==> config.mk <==
export PLATFORM = sky130hd
export DESIGN_NAME = disp_scheduler_flat
export DESIGN_NICKNAME = d
export VERILOG_FILES = /design/src/rtl/disp_pkg.sv /design/src/rtl/disp_scheduler_if.sv /design/src/rtl/disp_scheduler_rr_pick.sv /design/src/rtl/disp_scheduler.sv /design/src/flat_wrapper.sv
export SDC_FILE = /design/constraint.sdc
export NUM_CORES = 1
export LEC_CHECK = 0
export CAP_MARGIN = 20
export CORE_MARGIN = 2
export CORE_UTILIZATION = 51
export CTS_BUF_LIST = sky130_fd_sc_hd__clkbuf_8 sky130_fd_sc_hd__clkbuf_16
export DETAILED_ROUTE_END_ITERATION = 6
export PLACE_DENSITY = 0.95
export SETUP_SLACK_MARGIN = 0.3
export SLEW_MARGIN = 20
export SYNTH_ARGS = -nofsm -noshare
export SYNTH_HDL_FRONTEND = slang
export SYNTH_SLANG_ARGS = --single-unit
export TNS_END_PERCENT = 50
==> constraint.sdc <==
create_clock -name clk -period 4.7 [get_ports clk]
set_input_delay 0.94 -clock clk [delete_from_list [all_inputs] [get_ports clk]]
set_output_delay 0.94 -clock clk [all_outputs]
set_load 0.01 [all_outputs]
==> src/rtl/disp_pkg.sv <==
// Shared types and constants for the display scheduler: state encoding, display word
// layout and the blanked/reset value of the display outputs.
package disp_pkg;

   localparam int unsigned NUM_W   = 16;
   localparam int unsigned DIGITS  = 4;
   localparam int unsigned MAX_SRC = 4;
   localparam int unsigned IDX_W   = 2;

   localparam logic [DIGITS-1:0] LES_BLANK = 4'hF;

   typedef enum logic [1:0] {
      ST_IDLE = 2'd0,
      ST_SCAN = 2'd1,
      ST_PIN  = 2'd2
   } state_e;

   typedef struct packed {
      logic [NUM_W-1:0]  num;
      logic [DIGITS-1:0] les;
      logic [DIGITS-1:0] points;
      logic [IDX_W-1:0]  cur;
      logic              tick;
   } disp_out_t;

   localparam disp_out_t OUT_RST = '{num: '0, les: LES_BLANK, points: '0, cur: '0, tick: 1'b0};

   function automatic logic [DIGITS-1:0] idx_onehot(input logic [IDX_W-1:0] idx);
      return DIGITS'(1) << idx;
   endfunction

endpackage

==> src/rtl/disp_scheduler_if.sv <==
// Bundle between the number producers, the scheduler and the disp_num driver.
interface disp_scheduler_if #(
   parameter int unsigned N_SRC = 4
) ();
   import disp_pkg::*;

   logic [NUM_W*N_SRC-1:0] src_num;
   logic [N_SRC-1:0]       src_valid;
   logic [N_SRC-1:0]       src_pin;
   logic                   freeze;
   logic [NUM_W-1:0]       num_out;
   logic [DIGITS-1:0]      les_out;
   logic [DIGITS-1:0]      points_out;
   logic [IDX_W-1:0]       cur_src;
   logic                   slot_tick;

   modport master (
      output src_num, src_valid, src_pin, freeze,
      input  num_out, les_out, points_out, cur_src, slot_tick
   );

   modport slave (
      input  src_num, src_valid, src_pin, freeze,
      output num_out, les_out, points_out, cur_src, slot_tick
   );

endinterface

==> src/rtl/disp_scheduler_rr_pick.sv <==
// Combinational round-robin picker: first set request at or after i_start, wrapping modulo N.
module rr_pick
   import disp_pkg::*;
#(
   parameter int unsigned N = 4
) (
   input  logic [N-1:0]     i_req,
   input  logic [IDX_W-1:0] i_start,
   output logic [IDX_W-1:0] o_idx,
   output logic             o_any
);

   localparam int unsigned POS_W = IDX_W + 1;

   logic [MAX_SRC-1:0] w_req;
   logic [POS_W-1:0]   w_pos;

   // Walk downwards so the candidate closest to i_start is the last (winning) write.
   always_comb begin
      w_req = MAX_SRC'(i_req);
      w_pos = '0;
      o_idx = '0;
      o_any = |i_req;
      for (int k = N - 1; k >= 0; k--) begin
         w_pos = {1'b0, i_start} + POS_W'(k);
         if (w_pos >= POS_W'(N)) begin
            w_pos = w_pos - POS_W'(N);
         end
         if (w_req[w_pos[IDX_W-1:0]]) begin
            o_idx = w_pos[IDX_W-1:0];
         end
      end
   end

endmodule

==> src/rtl/disp_scheduler.sv <==
// Time-shares the 4-digit display between N_SRC producers: round-robin dwell,
// pin requests and a global freeze; all outputs registered.
module disp_scheduler
   import disp_pkg::*;
#(
   parameter int unsigned N_SRC = 4,
   parameter int unsigned DWELL = 50_000_000
) (
   input  logic            clk,
   input  logic            rst_n,
   disp_scheduler_if.slave io_sched
);

   localparam int unsigned      CNT_W    = (DWELL > 1) ? $clog2(DWELL) : 1;
   localparam logic [CNT_W-1:0] CNT_LAST = CNT_W'(DWELL - 1);

   state_e           r_state, w_state_nxt;
   logic [CNT_W-1:0] r_cnt, w_cnt_nxt;
   disp_out_t        r_out, w_out_nxt;

   logic [N_SRC-1:0]   w_valid, w_pinned;
   logic [MAX_SRC-1:0] w_valid4;
   logic [NUM_W-1:0]   w_nums [MAX_SRC];
   logic [IDX_W-1:0]   w_first_idx, w_pin_idx, w_next_idx, w_start_next, w_sel;
   logic               w_any_valid, w_any_pin, w_any_next;
   logic               w_cur_valid, w_show, w_go_idle;

   assign w_valid      = io_sched.src_valid;
   assign w_pinned     = io_sched.src_pin & io_sched.src_valid;
   assign w_valid4     = MAX_SRC'(w_valid);
   assign w_cur_valid  = w_valid4[r_out.cur];
   assign w_start_next = r_out.cur + IDX_W'(1);

   for (genvar g = 0; g < MAX_SRC; g++) begin : g_num
      if (g < N_SRC) begin : g_src
         assign w_nums[g] = io_sched.src_num[NUM_W*g +: NUM_W];
      end else begin : g_pad
         assign w_nums[g] = '0;
      end
   end

   rr_pick #(.N(N_SRC)) u_first (
      .i_req   (w_valid),
      .i_start ('0),
      .o_idx   (w_first_idx),
      .o_any   (w_any_valid)
   );

   rr_pick #(.N(N_SRC)) u_pin (
      .i_req   (w_pinned),
      .i_start ('0),
      .o_idx   (w_pin_idx),
      .o_any   (w_any_pin)
   );

   rr_pick #(.N(N_SRC)) u_next (
      .i_req   (w_valid),
      .i_start (w_start_next),
      .o_idx   (w_next_idx),
      .o_any   (w_any_next)
   );

   // Next state; branch order encodes freeze > pin > valid-drop/release > dwell expiry.
   always_comb begin
      w_state_nxt    = r_state;
      w_cnt_nxt      = r_cnt;
      w_out_nxt      = r_out;
      w_out_nxt.tick = 1'b0;
      w_sel          = r_out.cur;
      w_show         = 1'b0;
      w_go_idle      = 1'b0;

      if (!io_sched.freeze) begin
         if (w_any_pin) begin
            w_state_nxt    = ST_PIN;
            w_cnt_nxt      = '0;
            w_sel          = w_pin_idx;
            w_show         = 1'b1;
            w_out_nxt.tick = (r_state == ST_IDLE) || (w_pin_idx != r_out.cur);
         end else if ((r_state == ST_PIN) || ((r_state == ST_SCAN) && !w_cur_valid)) begin
            w_cnt_nxt = '0;
            if (w_any_next) begin
               w_state_nxt    = ST_SCAN;
               w_sel          = w_next_idx;
               w_show         = 1'b1;
               w_out_nxt.tick = 1'b1;
            end else begin
               w_state_nxt = ST_IDLE;
               w_go_idle   = 1'b1;
            end
         end else if (r_state == ST_SCAN) begin
            w_show = 1'b1;
            if (r_cnt == CNT_LAST) begin
               w_cnt_nxt      = '0;
               w_sel          = w_next_idx;
               w_out_nxt.tick = 1'b1;
            end else begin
               w_cnt_nxt = r_cnt + CNT_W'(1);
            end
         end else if (w_any_valid) begin
            w_state_nxt    = ST_SCAN;
            w_cnt_nxt      = '0;
            w_sel          = w_first_idx;
            w_show         = 1'b1;
            w_out_nxt.tick = 1'b1;
         end else begin
            w_go_idle = 1'b1;
         end

         if (w_show) begin
            w_out_nxt.cur    = w_sel;
            w_out_nxt.num    = w_nums[w_sel];
            w_out_nxt.les    = '0;
            w_out_nxt.points = idx_onehot(w_sel);
         end
         if (w_go_idle) begin
            w_out_nxt = OUT_RST;
         end
      end
   end

   always_ff @(posedge clk or negedge rst_n) begin
      if (!rst_n) begin
         r_state <= ST_IDLE;
         r_cnt   <= '0;
         r_out   <= OUT_RST;
      end else begin
         r_state <= w_state_nxt;
         r_cnt   <= w_cnt_nxt;
         r_out   <= w_out_nxt;
      end
   end

   assign io_sched.num_out    = r_out.num;
   assign io_sched.les_out    = r_out.les;
   assign io_sched.points_out = r_out.points;
   assign io_sched.cur_src    = r_out.cur;
   assign io_sched.slot_tick  = r_out.tick;

endmodule

==> src/flat_wrapper.sv <==
// flat-port wrapper written by rule: the top's interface ports become plain ports
module disp_scheduler_flat import disp_pkg::*;
#(
   parameter int unsigned N_SRC = 4,
   parameter int unsigned DWELL = 50_000_000
)
  (clk, rst_n, io_sched_src_num, io_sched_src_valid, io_sched_src_pin, io_sched_freeze, io_sched_num_out, io_sched_les_out, io_sched_points_out, io_sched_cur_src, io_sched_slot_tick);
  disp_scheduler_if #(.N_SRC(N_SRC)) io_sched_i ();
  input  logic clk;
  input  logic rst_n;
  input wire logic [$bits(io_sched_i.src_num)-1:0] io_sched_src_num;
  input wire logic [$bits(io_sched_i.src_valid)-1:0] io_sched_src_valid;
  input wire logic [$bits(io_sched_i.src_pin)-1:0] io_sched_src_pin;
  input wire logic [$bits(io_sched_i.freeze)-1:0] io_sched_freeze;
  output wire logic [$bits(io_sched_i.num_out)-1:0] io_sched_num_out;
  output wire logic [$bits(io_sched_i.les_out)-1:0] io_sched_les_out;
  output wire logic [$bits(io_sched_i.points_out)-1:0] io_sched_points_out;
  output wire logic [$bits(io_sched_i.cur_src)-1:0] io_sched_cur_src;
  output wire logic [$bits(io_sched_i.slot_tick)-1:0] io_sched_slot_tick;
  assign io_sched_i.src_num = io_sched_src_num;
  assign io_sched_i.src_valid = io_sched_src_valid;
  assign io_sched_i.src_pin = io_sched_src_pin;
  assign io_sched_i.freeze = io_sched_freeze;
  assign io_sched_num_out = io_sched_i.num_out;
  assign io_sched_les_out = io_sched_i.les_out;
  assign io_sched_points_out = io_sched_i.points_out;
  assign io_sched_cur_src = io_sched_i.cur_src;
  assign io_sched_slot_tick = io_sched_i.slot_tick;
  disp_scheduler #(.N_SRC(N_SRC), .DWELL(DWELL)) u_core (.clk(clk), .rst_n(rst_n), .io_sched(io_sched_i));
endmodule
# Word level (Yosys, flattened, before mapping)
# Cells that the tools add are included.
# totals
reg_bits	55
input_bits	75
output_inout_bits	27
# classes
n_addsub	9
n_lt_le_gt_ge	10
n_eq_ne	5
n_shift	1
n_mux	63
n_bitwise	3
n_reduce_logical	13
# op_table
op	n
26-bit two-way mux	6
2-bit two-way mux	27
16-bit binary-select mux with 2-bit select	1
16-bit two-way mux	2
27-bit two-way mux	1
26-bit by 1-bit adder with 26-bit output, second input constant	1
26-bit equality test, second input constant	1
1-bit two-way mux	21
2-bit by 3-bit < comparator with 1-bit output, second input constant	5
3-bit >= comparator, second input constant	4
1-bit binary-select mux with 2-bit select	5
4-bit OR reduction	2
2-bit by 1-bit subtractor with 2-bit output, second input constant	4
2-bit by 2-bit adder with 3-bit output, second input constant	2
4-bit bitwise AND	1
2-bit AND reduction	2
4-bit nonzero test	1
1-bit by 2-bit left shift with 4-bit output, first input constant	1
2-bit by 1-bit adder with 3-bit output, second input constant	1
2-bit by 3-bit >= comparator with 1-bit output, second input constant	1
3-bit != test, second input constant	1
2-bit NOT with 3-bit output	1
3-bit AND reduction	1
3-bit nonzero test	1
other kinds (10)	11

# Depth between registers and ports, before layout
# Gate-level depths: netlist of run 1.
# depth
ltp_word	22
depth_mapped	11
mapped_depth_nobuf	9

# By module
# From an unflattened synthesis of run 1, not the netlist that was laid out.
# hier_totals
hier_cells	360
area_unflattened_um2	3337.0
# by_module_without_submodules
module	instances	cells_per_inst	area_each_um2	seq_area_each_um2
disp_scheduler	1	321	3104.2	1302.5
rr_pick	3	13	77.6	0.0

# Worst setup path after synthesis of run 1
# OpenSTA, ideal clock, no wires.
# synth_timing
path_kind	in2reg
startpoint	input io_sched_src_valid[0]
endpoint	register u_core.r_out, in the netlist u_core.io_sched.num_out[10]
t_arrival_ns	2.999
slack_ns	1.569
stages	9
path_cell_list	clkbuf_1 > mux4_2 > o21ba_2 > o41a_1 > o2bb2ai_2 > or3_1 > buf_2 > buf_6 > o221ai_2
# synth_between
elab_chain_len	17
# synth_rtl
item	line	source
start, declared	flat_wrapper.sv:12	input wire logic [$bits(io_sched_i.src_valid)-1:0] io_sched_src_valid;
1-bit binary-select mux with 2-bit select	disp_scheduler_rr_pick.sv:29	if (w_req[w_pos[IDX_W-1:0]]) begin
1-bit two-way mux (not written as such)	disp_scheduler_rr_pick.sv:29	
2-bit two-way mux (4 in series)	disp_scheduler_rr_pick.sv:29	
2-bit two-way mux	disp_scheduler.sv:93	if (r_cnt == CNT_LAST) begin
2-bit two-way mux	disp_scheduler.sv:91	end else if (r_state == ST_SCAN) begin
2-bit two-way mux	disp_scheduler.sv:80	end else if ((r_state == ST_PIN) || ((r_state == ST_SCAN) && !w_cur_valid)) begin
2-bit two-way mux	disp_scheduler.sv:74	if (w_any_pin) begin
2-bit two-way mux	disp_scheduler.sv:73	if (!io_sched.freeze) begin
2-bit NOT with 3-bit output (not written as such)	disp_scheduler.sv:112	w_out_nxt.num = w_nums[w_sel];
16-bit binary-select mux with 2-bit select	disp_scheduler.sv:112	
16-bit two-way mux (not written as such) (2 in series)	disp_scheduler.sv:112	
26-bit two-way mux	disp_scheduler.sv:110	if (w_show) begin
27-bit two-way mux	disp_scheduler.sv:116	if (w_go_idle) begin
end signal, assigned	disp_scheduler.sv:130	r_out <= w_out_nxt;
end, declared	disp_scheduler.sv:19	disp_out_t r_out, w_out_nxt;
# Several ways; a longest one is shown, not always the timed one. The select of a mux whose other input is x is not followed.
# A chain may end at the register's enable or synchronous reset.

# Worst setup path after layout of run 1
# layout_timing
startpoint	input io_sched_src_valid[3]
endpoint	register u_core.r_out, in the netlist u_core.io_sched.num_out[2]
# Same word-level chain as after synthesis.

==> impl_metrics.tcl, run 1 <==
set metrics [dict create \
    p_sw_frac 0.303 \
    hold_path_depth 2 \
    vias_per_cell 6.03 \
    grt_pass1_vias 3100 \
    path_buf_inv 1 \
    nets 507 \
    remaining_drc_errors 0 \
    end_kind "register" \
    antenna_left 0 \
    synth_top_area_share 0.397 \
    area_delta_synth_final_pct 35.4 \
    track_usage 0.269 \
    min_from "u_core.io_sched.num_out[13]" \
    instances_no_fill 504 \
    p_leak_nw 1.76 \
    yosysMostFrequentCell "dfrtp_1" \
    die_w_um 83.4 \
    power_frac_comb 0.336 \
    first_iter_violations 269 \
    cts_inserted_buffers 5 \
    worst_ep_required_time_ns 4.84 \
    async_reset_ff_frac 1.00 \
    antenna_found_initial 0 \
    ys_seq_area_frac 0.406 \
    path_clk_slew_ns 0.09 \
    post-cts-setup-buffers 0 \
    synth_cell_type_count 54 \
    power_density_mw_per_mm2 312 \
    hold_class "register to register" \
    die_h_um 83.4 \
    setup_viol_count_final 0 \
    slowest_delay_ns 0.69 \
    synth_cells 338 \
    rows 28 \
    place_ws_ns 0.520 \
    r2r_slack_ns 1.24 \
    synth_edf_count 0 \
    wl_per_cell_um 18.4 \
    worst_slack_ns 0.803 \
    layout-drive-gt1-share 0.0699 \
    netlist_top_cells_count "dfrtp_1, nand2_1, mux2i_1, nor2_1" \
    finalHoldViolations 0 \
    yosys.area.top_type "dfrtp_1" \
    worst_pin_slew_ns 0.828 \
    power_frac_clock 0.267 \
    start_util 0.536 \
    cts_sinks 52 \
    cp_max_fo 17 \
    relSlewSlack 0.448 \
    dieArea_mm2 0.00695 \
    fillers 416 \
    synthesis.area_mm2 0.00321 \
    hold_end "u_core.io_sched.num_out[13]" \
    rsz0062_at_grt "no" \
    power.total_w 0.00136 \
    crit_type "input port to register" \
    synth_nets 417 \
    place.gp.congestion 0.933 \
    cts_hold_buf 0 \
    cts-root-buf "clkbuf_8" \
    finalSetupTns_ns 0 \
    firstDrtPassIters 6 \
    antenna_cells 0 \
    dp.cells 496 \
    p_sw_w 0.000411 \
    crit_chain "clkdlybuf4s50_1, mux4_2, o21ba_2, o41a_1, o2bb2ai_2, or3_1, o221ai_1" \
    synth_flop_cell "dfrtp_1" \
    peakVddDrop_v 0.000220 \
    cts_resized 0 \
    arrival_ns 4.04 \
    cell_internal_pwr_w 0.000948 \
    via_count 3041 \
    clockBufferDepth 2 \
    cts_max_level 2 \
    synth_warnings 0 \
    timing.rr.end "u_core.io_sched.num_out[2]" \
    ys_ff_latch 52 \
    clk_latency_ns 0.32 \
    critPathSlowestCell "or3_1" \
    r2r-start "u_core.r_cnt[0]" \
    post-route-min-period_ns 3.90 \
    hpwl_um 6620 \
    whs_ns 0.513 \
    yosys-top-cells-area "dfrtp_1, mux2i_1, nand2_1" \
    io_buffers 101 \
    fmaxAchievable_mhz 257 \
    ios 102 \
    drv_slew 0 \
    fin_worst_skew_ns 0.0138 \
    status "complete, no violations" \
    fin_crit_sh 0.829 \
    max_cap_viol_count 0 \
    startpoint_type "input port" \
    cts_tree "built" \
    core_mm2 0.00599 \
    grt_start_max_net_pins 53 \
    power.share.sequential 0.398 \
    path_delay_family "compound AO/OA/AOI/OAI gates" \
    gr-total-overflow 0 \
    avgSynthCellArea_um2 9.50 \
    grt_pass1_wl_um 15000 \
    worstRegToRegCells 9 \
    totalWireLength_um 9270 \
]
-- logic make-up after synthesis --
family | synth area share
buffers and inverters | 0.0514
DFF | 0.406
and+or+nand+nor | 0.191
adders and majority gates | 0.0156
AOI/OAI and AO/OA | 0.183
xor gates and xnor gates | 0.0491
muxes | 0.104
-- state kept, by name (all words and copies together), names as in the netlist --
register and flops:
u_core.io_sched.cur_src 2, u_core.io_sched.les_out 1, u_core.io_sched.num_out 16, u_core.io_sched.points_out 4
u_core.io_sched.slot_tick 1, u_core.r_cnt 26, u_core.r_state 2
-- per-layer routing --
metal,vias to the layer above,track usage,wire [µm],part of all wire
li1,1408,-,-,-
met4,0,0.119,317,0.034
met5,-,0,0,0
met1,1451,0.326,3590,0.39
met2,145,0.460,4730,0.51
met3,37,0.0557,629,0.068
-- tightest hold or removal path, cell delays in order (launching register included) --
cell and delay [ns]:
dfrtp_1 0.36, nand2_1 0.07, o221ai_2 0.06
-- worst max path at each step --
stage / from / endpoint / cells after the start
4_1_cts: io_sched_src_valid[3] / u_core.io_sched.num_out[2] / 7
3_3_place_gp: io_sched_src_valid[3] / u_core.io_sched.num_out[2] / 7
5_1_grt: io_sched_src_valid[3] / u_core.io_sched.num_out[2] / 7
6_report: io_sched_src_valid[3] / u_core.io_sched.num_out[2] / 7
3_5_place_dp: io_sched_src_valid[3] / u_core.io_sched.num_out[2] / 7
2_1_floorplan: io_sched_src_valid[0] / u_core.io_sched.num_out[10] / 9
-- final cells by class --
cell class              count  area, µm²  area share
clock buffers               5       68.8      0.0158
clock inverters             3       63.8      0.0147
inverters                  10       37.5     0.00863
multi-input cells         254       1750       0.401
flip-flops and latches     52       1300       0.299
well taps                  75       93.8      0.0216
repair buffers            105       1040       0.239
-- power by group through the flow --
stage               combinational [W]  sequential (W)  clock [W]
finish                       0.000456        0.000540   0.000362
global route                 0.000488        0.000545   0.000382
CTS                          0.000456        0.000539   0.000367
detailed placement           0.000451        0.000544          0
global placement             0.000432        0.000544          0
floorplan                    0.000227        0.000554          0
-- per-stage QoR --
step | area, µm² | util
global route | 4350 | 0.726
CTS | 4350 | 0.726
global placement | 4220 | 0.704
finish | 4350 | 0.726
detailed placement | 4220 | 0.704
floorplan | 3210 | -
-- placed cells by master, fill, tap and decap left out, drive strengths merged, types with 5 or more instances in the layout --
cell           count
buf                5
inv               11
dfrtp             51
nor2              29
a21oi              7
nor3               6
clkbuf             5
xnor2             11
o31ai              5
o21ai             19
clkdlybuf4s50    100
xor2               7
o221ai            15
nand2b             6
nand3             17
nand2             39
mux2i             31
nor2b              5
No activity file was read; power rests on OpenSTA's default activity.
==> run 2, diff against run 1 <==
--- a/config.mk
+++ b/config.mk
@@ -7,10 +7,10 @@
 export LEC_CHECK = 0
 export CAP_MARGIN = 20
 export CORE_MARGIN = 2
-export CORE_UTILIZATION = 51
+export CORE_UTILIZATION = 47
 export CTS_BUF_LIST = sky130_fd_sc_hd__clkbuf_8 sky130_fd_sc_hd__clkbuf_16
 export DETAILED_ROUTE_END_ITERATION = 6
-export PLACE_DENSITY = 0.95
+export PLACE_DENSITY = 0.92
 export SETUP_SLACK_MARGIN = 0.3
 export SLEW_MARGIN = 20
 export SYNTH_ARGS = -nofsm -noshare
==> constraint.sdc (replaced) <==
create_clock -name clk -period 4.1 [get_ports clk]
set_input_delay 0.82 -clock clk [delete_from_list [all_inputs] [get_ports clk]]
set_output_delay 0.82 -clock clk [all_outputs]
set_load 0.01 [all_outputs]
==> run 2 against run 1 <==
  * Sequential power rose by 14%
  * Clock power fell by 19%
  * First-iteration DRC count fell by 19%
  * Final cell count rose by 2.0%
  * Clock skew fell by 0.0078 ns
  * Power rose by 6.0%
  * Non-clock buffer count rose by 5
  * Worst hold slack got worse by 0.018 ns
  * Design area rose by 0.37%
  * Clock-buffer cell count rose by 1
  * Register-to-register slack got worse by 0.48 ns
  * Sequential share of layout area fell by 0.11 points
==> impl_metrics.tcl, run 2 (synthesis gave the netlist of run 1 again) <==
set metrics [dict create \
    cts_tree "built" \
    status "complete, no violations" \
    die_w_um 86.7 \
    first_iter_violations 219 \
    power_frac_comb 0.366 \
    track_usage 0.238 \
    r2r-start "u_core.r_cnt[0]" \
    nets 512 \
    final_area_mm2 0.00437 \
    cts_max_level 2 \
    max_cap_viol_count 0 \
    fillers 495 \
    cell_internal_pwr_w 0.000985 \
    io_buffers 101 \
    antenna_found_initial 0 \
    worstRegToRegCells 9 \
    final_cell_mix "clkdlybuf4s50_1, dfrtp_1, nand2_1" \
    hpwl_um 6670 \
    antenna_cells 0 \
    via_count 3072 \
    place.gp.congestion 0.940 \
    grt_pass1_vias 2969 \
    gr-total-overflow 0 \
    finalHoldViolations 0 \
    clk_latency_ns 0.30 \
    core_mm2 0.00672 \
    drv_slew 0 \
    worst_pin_slew_ns 0.728 \
    cts_sinks 52 \
    finalSetupTns_ns 0 \
    die_h_um 86.7 \
    fin_worst_skew_ns 0.00606 \
    p_leak_nw 1.77 \
    whs_ns 0.495 \
    cts_hold_buf 0 \
    place_area_mm2 0.00427 \
    post-route-min-period_ns 3.46 \
    power_frac_clock 0.205 \
    power_density_mw_per_mm2 330 \
    clockBufferDepth 2 \
    cts_inserted_buffers 5 \
    area_delta_synth_final_pct 36.0 \
    final_common_cell "clkdlybuf4s50_1" \
    seq_area_mm2 0.00130 \
    antenna_left 0 \
    worst_ep_required_time_ns 4.30 \
    place_ws_ns 0.161 \
    hold_class "register to register" \
    cts-root-buf "clkbuf_8" \
    grt_start_max_net_pins 33 \
    rsz0062_at_grt "no" \
    remaining_drc_errors 0 \
    fmaxAchievable_mhz 289 \
    relSlewSlack 0.515 \
    start_util 0.478 \
    end_kind "register" \
    totalWireLength_um 8950 \
    crit_type "input port to register" \
    timing.rr.end "u_core.io_sched.num_out[1]" \
    path_clk_slew_ns 0.09 \
    startpoint_type "input port" \
    largest_reg_flops 26 \
    wl_per_cell_um 17.4 \
    peakVddDrop_v 0.000192 \
    top_register "u_core.r_cnt" \
    multiInputGateArea_mm2 0.00175 \
    rows 30 \
    power.total_w 0.00144 \
    dieArea_mm2 0.00751 \
    r2r_slack_ns 0.76 \
    setup_viol_count_final 0 \
    ios 102 \
    fin_crit_sh 0.844 \
    cp_max_fo 16 \
    vias_per_cell 5.98 \
    firstDrtPassIters 7 \
    p_sw_w 0.000455 \
    arrival_ns 3.66 \
    worst_slack_ns 0.641 \
    grt_pass1_wl_um 14200 \
    hold_path_depth 2 \
    hold_end "u_core.io_sched.points_out[3]" \
    layout-drive-gt1-share 0.0829 \
    p_sw_frac 0.316 \
    power.share.sequential 0.429 \
    min_from "u_core.io_sched.points_out[3]" \
    crit_start "io_sched_src_valid[2]" \
]
-- run 2: cell count changes in the layout (fill, tap and decap cells not counted), sizes merged --
cell,before,now
clkbuf,5,6
buf,5,10
inv,11,12
bufinv,2,0
-- run 2: per-layer routing --
layer / up-vias / wire, µm / global-route usage
met3: 22 / 482 / 0.0505
met1: 1488 / 3590 / 0.303
li1: 1420 / - / -
met4: 0 / 237 / 0.0795
met5: - / 0 / 0
met2: 142 / 4650 / 0.403
-- run 2: how the worst max path moves through the flow --
stage                             endpoint  cells past startpoint
2_1_floorplan  u_core.io_sched.num_out[10]                      9
3_3_place_gp    u_core.io_sched.num_out[0]                      7
3_5_place_dp    u_core.io_sched.num_out[1]                      7
4_1_cts         u_core.io_sched.num_out[1]                      7
5_1_grt         u_core.io_sched.num_out[1]                      9
6_report        u_core.io_sched.num_out[1]                      7
-- run 2: layout make-up --
cell class                      count  share of cell area
Clock buffer                        6              0.0189
Clock inverter                      2             0.00172
Inverter                           10             0.00860
Multi-Input combinational cell    254               0.401
Sequential cell                    52               0.298
Tap cell                           80              0.0229
Timing Repair Buffer              110               0.249
-- run 2: timing repair --
action | 4_1_cts | 5_1_grt
resized for setup | 0 | 1
endpoints found under the setup margin | 0 | 2
setup buffers | 0 | 0
-- run 2: worst max-delay path, cell delays in order --
cell and delay, ns:
clkdlybuf4s50_1 0.58, mux4_2 0.52, o21ba_2 0.25, o41a_1 0.53, o2bb2ai_2 0.27, nand2_2 0.31
o221ai_1 0.37
-- run 2: power groups by stage --
stage               Sequential, W  Combinational, W  Clock, W
finish                   0.000618          0.000527  0.000295
global route             0.000624          0.000563  0.000321
global placement         0.000623          0.000504         0
detailed placement       0.000623          0.000523         0
floorplan                0.000635          0.000260         0
CTS                      0.000616          0.000526  0.000305
-- run 2: stage by stage --
stage / std cells / util
final: 514 / 0.650
after global routing: 514 / 0.650
after CTS: 514 / 0.650
after detailed placement: 506 / 0.636
after global placement: 506 / 0.636
after floorplan: 338 / -
